<file path="src/rtl/spi_clkgen.sv">
// SPI SCK / slave-select sequencer: divides clk_i into SCK, issues edge strobes
// for the shift core and frames each transfer with NSS setup and hold delays.
module spi_clkgen #(
  parameter int DIV_WIDTH = 8,
  parameter int CS_NUM    = 4,
  parameter int DLY_WIDTH = 4,
  localparam int CSV_WIDTH = (CS_NUM > 1) ? $clog2(CS_NUM) : 1
) (
  input  logic                 clk_i,
  input  logic                 rst_i,
  input  logic                 en_i,
  input  logic                 st_i,
  input  logic [DIV_WIDTH-1:0] div_i,
  input  logic                 cpol_i,
  input  logic [CSV_WIDTH-1:0] csv_i,
  input  logic [DLY_WIDTH-1:0] dly_i,
  input  logic                 last_i,
  output logic                 spi_clk_o,
  output logic                 pos_edge_o,
  output logic                 neg_edge_o,
  output logic [CS_NUM-1:0]    spi_nss_o,
  output logic                 busy_o,
  output logic                 done_o
);

  typedef enum logic [1:0] {IDLE, SETUP, RUN, HOLD} state_t;

  state_t                 state_reg, state_next;
  logic [DIV_WIDTH-1:0]   div_reg, div_next;
  logic                   cpol_reg, cpol_next;
  logic [DLY_WIDTH-1:0]   dly_reg, dly_next;
  logic [DIV_WIDTH-1:0]   cnt_reg, cnt_next;
  logic [DLY_WIDTH-1:0]   dly_cnt_reg, dly_cnt_next;
  logic                   sck_reg, sck_next;
  logic [CS_NUM-1:0]      nss_reg, nss_next;
  logic                   done_reg, done_next;
  logic                   lead_seen_reg, lead_seen_next;
  logic                   pos_edge, neg_edge;
  logic                   go_hold;
  logic                   tick;
  logic [CS_NUM-1:0]      sel_mask;

  // One-hot decode of the requested slave, applied only when a start is accepted.
  generate
    for (genvar gi = 0; gi < CS_NUM; gi++) begin : g_sel
      assign sel_mask[gi] = (int'(csv_i) == gi);
    end
  endgenerate

  assign tick = (cnt_reg == '0);

  always_comb begin
    state_next     = state_reg;
    div_next       = div_reg;
    cpol_next      = cpol_reg;
    dly_next       = dly_reg;
    cnt_next       = cnt_reg;
    dly_cnt_next   = dly_cnt_reg;
    sck_next       = sck_reg;
    nss_next       = nss_reg;
    done_next      = 1'b0;
    lead_seen_next = lead_seen_reg;
    pos_edge       = 1'b0;
    neg_edge       = 1'b0;
    go_hold        = 1'b0;

    if (!en_i) begin
      state_next     = IDLE;
      nss_next       = '1;
      sck_next       = cpol_i;
      cnt_next       = '0;
      dly_cnt_next   = '0;
      lead_seen_next = 1'b0;
    end else begin
      case (state_reg)
        IDLE: begin
          sck_next = cpol_i;
          if (st_i) begin
            div_next       = div_i;
            cpol_next      = cpol_i;
            dly_next       = dly_i;
            cnt_next       = div_i;
            dly_cnt_next   = dly_i;
            lead_seen_next = 1'b0;
            nss_next       = ~sel_mask;
            state_next     = (dly_i == '0) ? RUN : SETUP;
          end
        end

        SETUP: begin
          if (tick) begin
            cnt_next = div_reg;
            if (dly_cnt_reg == DLY_WIDTH'(1)) begin
              state_next = RUN;
            end else begin
              dly_cnt_next = dly_cnt_reg - DLY_WIDTH'(1);
            end
          end else begin
            cnt_next = cnt_reg - DIV_WIDTH'(1);
          end
        end

        RUN: begin
          if (tick) begin
            cnt_next = div_reg;
            if (sck_reg != cpol_reg) begin
              // Trailing edge always completes; last_i may then end the run.
              sck_next = cpol_reg;
              pos_edge = ~sck_reg;
              neg_edge = sck_reg;
              go_hold  = last_i;
            end else if (last_i && lead_seen_reg) begin
              go_hold = 1'b1;
            end else begin
              sck_next       = ~sck_reg;
              pos_edge       = ~sck_reg;
              neg_edge       = sck_reg;
              lead_seen_next = 1'b1;
            end

            if (go_hold) begin
              if (dly_reg == '0) begin
                state_next = IDLE;
                nss_next   = '1;
                done_next  = 1'b1;
              end else begin
                state_next   = HOLD;
                dly_cnt_next = dly_reg;
              end
            end
          end else begin
            cnt_next = cnt_reg - DIV_WIDTH'(1);
          end
        end

        HOLD: begin
          if (tick) begin
            cnt_next = div_reg;
            if (dly_cnt_reg == DLY_WIDTH'(1)) begin
              state_next = IDLE;
              nss_next   = '1;
              done_next  = 1'b1;
            end else begin
              dly_cnt_next = dly_cnt_reg - DLY_WIDTH'(1);
            end
          end else begin
            cnt_next = cnt_reg - DIV_WIDTH'(1);
          end
        end

        default: begin
          state_next = IDLE;
          nss_next   = '1;
        end
      endcase
    end
  end

  always_ff @(posedge clk_i) begin
    if (rst_i) begin
      state_reg     <= IDLE;
      div_reg       <= '0;
      cpol_reg      <= 1'b0;
      dly_reg       <= '0;
      cnt_reg       <= '0;
      dly_cnt_reg   <= '0;
      sck_reg       <= 1'b0;
      nss_reg       <= '1;
      done_reg      <= 1'b0;
      lead_seen_reg <= 1'b0;
    end else begin
      state_reg     <= state_next;
      div_reg       <= div_next;
      cpol_reg      <= cpol_next;
      dly_reg       <= dly_next;
      cnt_reg       <= cnt_next;
      dly_cnt_reg   <= dly_cnt_next;
      sck_reg       <= sck_next;
      nss_reg       <= nss_next;
      done_reg      <= done_next;
      lead_seen_reg <= lead_seen_next;
    end
  end

  // Strobes mark the cycle whose closing edge moves SCK, so they lead it by one.
  assign spi_clk_o  = sck_reg;
  assign pos_edge_o = pos_edge;
  assign neg_edge_o = neg_edge;
  assign spi_nss_o  = nss_reg;
  assign busy_o     = (state_reg != IDLE);
  assign done_o     = done_reg;

endmodule
</file>
<file path="config.mk">
export PLATFORM = sky130hd
export DESIGN_NAME = spi_clkgen
export DESIGN_NICKNAME = d
export VERILOG_FILES = /design/src/rtl/spi_clkgen.sv
export SDC_FILE = /design/constraint.sdc
export NUM_CORES = 1
export LEC_CHECK = 0
export ABC_AREA = 1
export ABC_CLOCK_PERIOD_IN_PS = 1360
export BUFFER_PORTS_ARGS = -buffer_cell sky130_fd_sc_hd__buf_2
export CAP_MARGIN = 20
export CORE_ASPECT_RATIO = 0.9
export CORE_MARGIN = 2
export CORE_UTILIZATION = 50
export DETAILED_ROUTE_END_ITERATION = 8
export PLACE_DENSITY_LB_ADDON = 0.15
export SYNTH_ARGS = -nofsm -noshare
export SYNTH_HDL_FRONTEND = slang
export SYNTH_SLANG_ARGS = --single-unit
</file>
<file path="constraint.sdc">
create_clock -name clk_i -period 1.36 [get_ports clk_i]
set_input_delay 0 -clock clk_i [delete_from_list [all_inputs] [get_ports clk_i]]
set_output_delay 0 -clock clk_i [all_outputs]
set_load 0.02 [all_outputs]
</file>
==> impl_metrics.toml, run 1 <==
[critical_path]
worstSetupEndpointType = "output pin"
reg2reg_slack_ps = -220
path_max_fanout = 2
arrival_ps = 1630
crit_slowest_cell = "dfxtp_2"
path_cells = "inv_2 > ha_4 > nand3_4 > nor2_4 > buf_6 > buf_6 > nand3_4 > nor2_1 > buf_4"
rr_worst_depth = 11
path_class = "reg -> out"
r2r_end = "cnt_reg[1]"
required_ps = 1360
cp_slowest_stage_delay_ps = 330
critPathLaunchType = "register"
worst_r2r_startpoint = "cnt_reg[0]"

[cells_and_area]
antenna_cells = 0
nNetsFinal = 429
stdcell_count = 450
fin_util_pct = 81.8
finish.instance_area_um2 = 3120
nFillCells = 203
area_delta_synth_final_pct = 53.0
final_cell_mix = "nand2_1, buf_4, inv_1, nor2_1, dfxtp_1"
layout-drive-gt1-share_pct = 41.1

[global_routing]
antenna_found_initial = 0
grt_max_degree = 17
grt_pass1_vias = 2217
track_usage_pct = 28.2
grt_pass1_wl_um = 10100
overflow = 0

[drt]
totalWireLength_um = 7020
drc = 0
vias = 2438
vias_per_cell = 5.42
final_antenna_net_count = 0
first_pass_iters = 5
drt_iter0_markers = 216
wire_per_inst_um = 15.6

[die]
die_h_um = 64.6
io_pins = 29
start_util_pct = 53.5
die-area_um2 = 4600
fp.coreArea_um2 = 3810
rows = 21
die_w_um = 71.3

[place]
hpwl_um = 4180
dpl.cell_count = 419
pre_cts_ws_ps = -115
place_area_um2 = 2520
gp_congestion = 0.919
portBuffers = 28

[synth]
synth_cell_types = 27
synth-seq-area-share_pct = 33.4
synth_edf_count = 0
ys_ff_latch = 34
syn-num-nets = 336
synth_flop_cell = "dfxtp_1"
syn_area_um2 = 2040
syn_area_per_cell_um2 = 6.57
postSynthCellCount = 310
ys_warn_count = 0
async_flop_share_pct = 0

[worst_hold_path]
hold_start = "div_i[5]"
hp-class = "in -> reg"
whs_endpoint = "div_reg[5]"
whs_path_depth = 3

[status]
violations = "hold timing, setup timing"
status = "finished with violations"

[timing]
hold_violations = 3
drv_slew = 0
maxSlewHeadroom_pct = 74.7
period_share_pct = 120
finalClockSkew_ps = 5.56
setup_viol = 24
fin_ws_ps = -269
rsz0062_at_grt = "true"
fin_crit_ps = 1630
worst_hold_slack_ps = -17.3
worst_pin_slew_ps = 379
max_clock_freq_mhz = 614
timing.setup.tns_ps = -3310

[clock_tree]
cts.sinks = 34
h-tree-depth = 2
insertion_delay_ps = 290
numCtsBuffers = 5
clk_pin_slew_worst_paths_ps = 70
cts_tree = "yes"
cts-root-buf = "clkbuf_8"
cts_buffer_depth = 2

[flow_run]
cap_violations = 0

[pwr]
p_per_area_nw_per_um2 = 1040
power_mw = 3.24
irDropWorstVdd_v = 0.000741
leakage_nw = 1.46
logic make-up (layout without fill, tap and decap cells):
group           Yosys count  count (layout)  share of synthesized area, %
simple gates            147             147                          33.0
fa+ha+maj                 6               6                          3.69
compound gates           67              67                          17.7
flops                    34              34                          33.4
buf+inv                  56             150                          12.2
metal layers:
metal / vias to the layer above / global-route usage (%) / share of wire [%]
met4: 0 / 9.91 / 2.7
met2: 124 / 46.6 / 48
met5: - / 0 / 0
met1: 1098 / 36.5 / 40
met3: 22 / 5.44 / 8.8
li1: 1194 / - / -
area by class of cell:
class / instances / area (um^2) / area share [%]
inverter: 49 / 193 / 6.18
clock inverter: 1 / 5.00 / 0.161
timing repair buffer: 93 / 712 / 22.8
tap: 46 / 57.6 / 1.85
clock buffer: 7 / 86.3 / 2.77
multi-input combinational: 220 / 1370 / 44.0
sequential: 34 / 693 / 22.2
synth_stat cells, types with 2 or more instances:
library cell	count	area, um^2
o21ai_1	2	10.0
a21oi_1	28	140
o21ai_0	29	145
nor2_4	5	56.3
buf_6	4	45.0
nand3_1	36	180
nor2_1	40	150
a31oi_1	2	12.5
ha_1	6	75.1
nand4_1	3	18.8
nand2_2	2	12.5
inv_2	5	18.8
nand2_1	57	214
buf_4	2	15.0
inv_1	44	165
dfxtp_1	34	681
power by group:
| group | leakage [nW] | switching, mW | internal (mW) |
|---|---|---|---|
| Clock | 0.0482 | 0.378 | 0.409 |
| Sequential | 0.282 | 0.0544 | 1.07 |
| Combinational | 1.13 | 0.749 | 0.583 |
| Total | 1.46 | 1.18 | 2.06 |
repair_timing:
item,CTS,global route
buffers inserted,8,6
setup endpoints to repair,34,26
hold buffers,10,0
resized for setup,40,47
cloned,0,0
pin swaps,12,24
hold endpoints to repair,11,0
critical path: cells and delay by family, from the launching register on:
family,cells,cell delay [ps]
fa+ha+maj,1,150
buf+inv,4,450
flops,1,330
simple gates,4,410
worst max path at each step:
| stage | from | endpoint | slack (ps) | cells after the start |
|---|---|---|---|---|
| global placement | spi_clk_o | spi_nss_o[3] | -50 | 9 |
| global route | cnt_reg[0] | neg_edge_o | -330 | 9 |
| finish | cnt_reg[0] | pos_edge_o | -270 | 9 |
| floorplan | spi_clk_o | spi_nss_o[0] | -30 | 9 |
| detailed placement | cnt_reg[0] | dly_cnt_reg[1] | -110 | 9 |
| CTS | cnt_reg[1] | neg_edge_o | -170 | 9 |
(Power assumes the default switching activity.)
==> run 2, diff against run 1 <==
--- a/config.mk
+++ b/config.mk
@@ -5,7 +5,7 @@
 export SDC_FILE = /design/constraint.sdc
 export NUM_CORES = 1
 export LEC_CHECK = 0
-export ABC_AREA = 1
+export ABC_AREA = 0
 export ABC_CLOCK_PERIOD_IN_PS = 1360
 export BUFFER_PORTS_ARGS = -buffer_cell sky130_fd_sc_hd__buf_2
 export CAP_MARGIN = 20
@@ -13,6 +13,7 @@
 export CORE_MARGIN = 2
 export CORE_UTILIZATION = 50
 export DETAILED_ROUTE_END_ITERATION = 8
+export MAX_ROUTING_LAYER = met4
 export PLACE_DENSITY_LB_ADDON = 0.15
 export SYNTH_ARGS = -nofsm -noshare
 export SYNTH_HDL_FRONTEND = slang
==> run 2 against run 1 <==
Compared with the run above: the run ends with setup timing left; hold slack better by 210 ps; sequential share of layout area down 1.4 points; first-iteration DRC count decreased by 5.1%; clock skew about the same; core utilization grew 7.6 points; via count up 5.5%; largest cell class unchanged; largest power group is now sequential cells.
==> impl_metrics.toml, run 2 <==
[drt]
wire_per_inst_um = 19.9
totalWireLength_um = 8190
final_antenna_net_count = 0
vias = 2571
first_pass_iters = 5
drt_iter0_markers = 205
vias_per_cell = 6.24
drc = 0

[critical_path]
crit_family = "compound AO/OA/AOI/OAI gates"
worst_r2r_startpoint = "cnt_reg[1]"
path_max_fanout = 2
worstSetupEndpointType = "register"
path_cells = "inv_2 > ha_4 > or3b_4 > o31a_1 > o311ai_2 > o31ai_4"
arrival_ps = 2120
path_class = "reg -> reg"
cp_num_buf_inv = 1
critPathLaunchType = "register"
required_ps = 1540
cp_slowest_stage_delay_ps = 410
crit_start = "cnt_reg[1]"
crit_slowest_cell = "o311ai_2"

[global_routing]
grt_max_degree = 17
overflow = 0
grt_use_met2_pct = 49.8
grt_pass1_wl_um = 10900
track_usage_pct = 31.5
grt_util_met3_pct = 6.40
grt_pass1_vias = 2274
antenna_found_initial = 0
met1_usage_pct = 40.4
top_usage_layer = "met2"

[synth]
synth_edf_count = 0
synth_cell_types = 46
syn-num-nets = 275
ys_ff_latch = 34
synth_common_cells = "nand2_1, dfxtp_1, a21oi_1"
yosysMostFrequentCell = "nand2_1"
ys_warn_count = 0
syn_area_um2 = 1980
synth_area_leaders = "dfxtp_1, nand2_1, mux2i_1"
syn_area_per_cell_um2 = 7.95
postSynthCellCount = 249
synth_flop_cell = "dfxtp_1"
async_flop_share_pct = 0
synth-seq-area-share_pct = 34.4
netlist.area_leader.share_pct = 34.4
yosys.area.top_type = "dfxtp_1"

[timing]
hold_violations = 0
setup_viol = 26
drv_slew = 0
timing.setup.tns_ps = -9780
finalClockSkew_ps = 5.97
worst_pin_slew_ps = 431
period_share_pct = 143
maxSlewHeadroom_pct = 71.3
fin_crit_ps = 1940
rsz0062_at_grt = "true"
fin_ws_ps = -581
max_clock_freq_mhz = 515

[die]
rows = 21
die-area_um2 = 4480
die_h_um = 63.7
start_util_pct = 52.7
die_w_um = 70.3
fp.coreArea_um2 = 3760
io_pins = 29

[clock_tree]
cts.sinks = 34
numCtsBuffers = 5
insertion_delay_ps = 310
clk_pin_slew_worst_paths_ps = 70
h-tree-depth = 2
cts-root-buf = "clkbuf_8"
cts_buffer_depth = 2
cts_tree = "yes"

[place]
hpwl_um = 4390
portBuffers = 28
gp_congestion = 0.891

[cells_and_area]
nFillCells = 161
multiInputGateArea_um2 = 1510
layout_commonest_cell = "buf_4"
layout-drive-gt1-share_pct = 47.8
seqCellArea_um2 = 699
area_delta_synth_final_pct = 69.7
final_cell_mix = "buf_4, nand2_1, buf_2, dfxtp_1, a21oi_1"
fin_util_pct = 89.4
nNetsFinal = 391
antenna_cells = 0

[worst_hold_path]
hp-class = "in -> reg"
hold_start = "en_i"

[pwr]
p_per_area_nw_per_um2 = 889
irDropWorstVdd_v = 0.000693
leakage_nw = 1.41

[status]
violations = "setup timing"
status = "finished with violations"

[flow_run]
cap_violations = 0
run 2: metal layers:
layer  wire [um]  part of all wire (%)  up-vias
li1            -                     -     1126
met1        3250                    40     1219
met2        3890                    47      170
met3         656                   8.0       56
met4         399                   4.9        0
met5           0                     0        -
run 2: final cells by class:
cell class | count | share of cell area, %
clock inverter | 1 | 0.149
multi-input combinational | 190 | 45.1
tap | 46 | 1.71
clock buffer | 7 | 2.57
inverter | 10 | 1.19
timing repair buffer | 124 | 28.5
sequential | 34 | 20.8
run 2: repair_timing:
action / in CTS / in global routing
gates resized for setup: 15 / 51
setup buffers: 3 / 12
setup endpoints to repair: 37 / 35
hold endpoints to repair: 17 / 0
hold buffers: 16 / 0
pin swaps: 8 / 23
run 2: path summary, 6_finish.rpt:
| kind | slack [ps] | cells past startpoint | endpoint |
|---|---|---|---|
| setup / recovery | -580 | 6 | dly_cnt_reg[3] |
| hold / removal | 190 | 4 | spi_clk_o |
| setup reg to reg | -580 | 6 | dly_cnt_reg[3] |
| hold reg to reg | 460 | 2 | div_reg[5] |
run 2: stage by stage:
| step | hold WS [ps] | std cells | setup slack (ps) | area, um^2 | total power [mW] |
|---|---|---|---|---|---|
| after floorplan | 69.1 | 249 | -634 | 2100 | 1.53 |
| after global placement | 252 | 375 | -496 | 2730 | 1.83 |
| after detailed placement | 260 | 375 | -553 | 2730 | 1.85 |
| after CTS | 123 | 402 | -495 | 3060 | 2.74 |
| after global routing | 196 | 412 | -636 | 3360 | 3.09 |
| final | 192 | 412 | -581 | 3360 | 2.98 |
run 2: tightest hold or removal path, cell delays in order:
cell	delay, ps
buf_2	200
nand3_1	100
o211ai_1	100
a21oi_2	60
run 2: cell families (layout without fill, tap and decap cells):
| group | count (synthesis) | after routing | share of synthesized area, % |
|---|---|---|---|
| and+or+nand+nor | 100 | 100 | 25.5 |
| AOI/OAI and AO/OA | 60 | 60 | 19.4 |
| DFF | 34 | 34 | 34.4 |
| buffers and inverters | 25 | 142 | 4.87 |
| muxes | 19 | 19 | 9.86 |
| adders and majority gates | 6 | 6 | 3.79 |
| xor gates and xnor gates | 5 | 5 | 2.21 |
run 2: power by group:
part	leakage [nW]	switching [mW]	internal [mW]
Sequential	0.283	0.0391	1.04
Clock	0.0482	0.411	0.409
Combinational	1.08	0.534	0.548
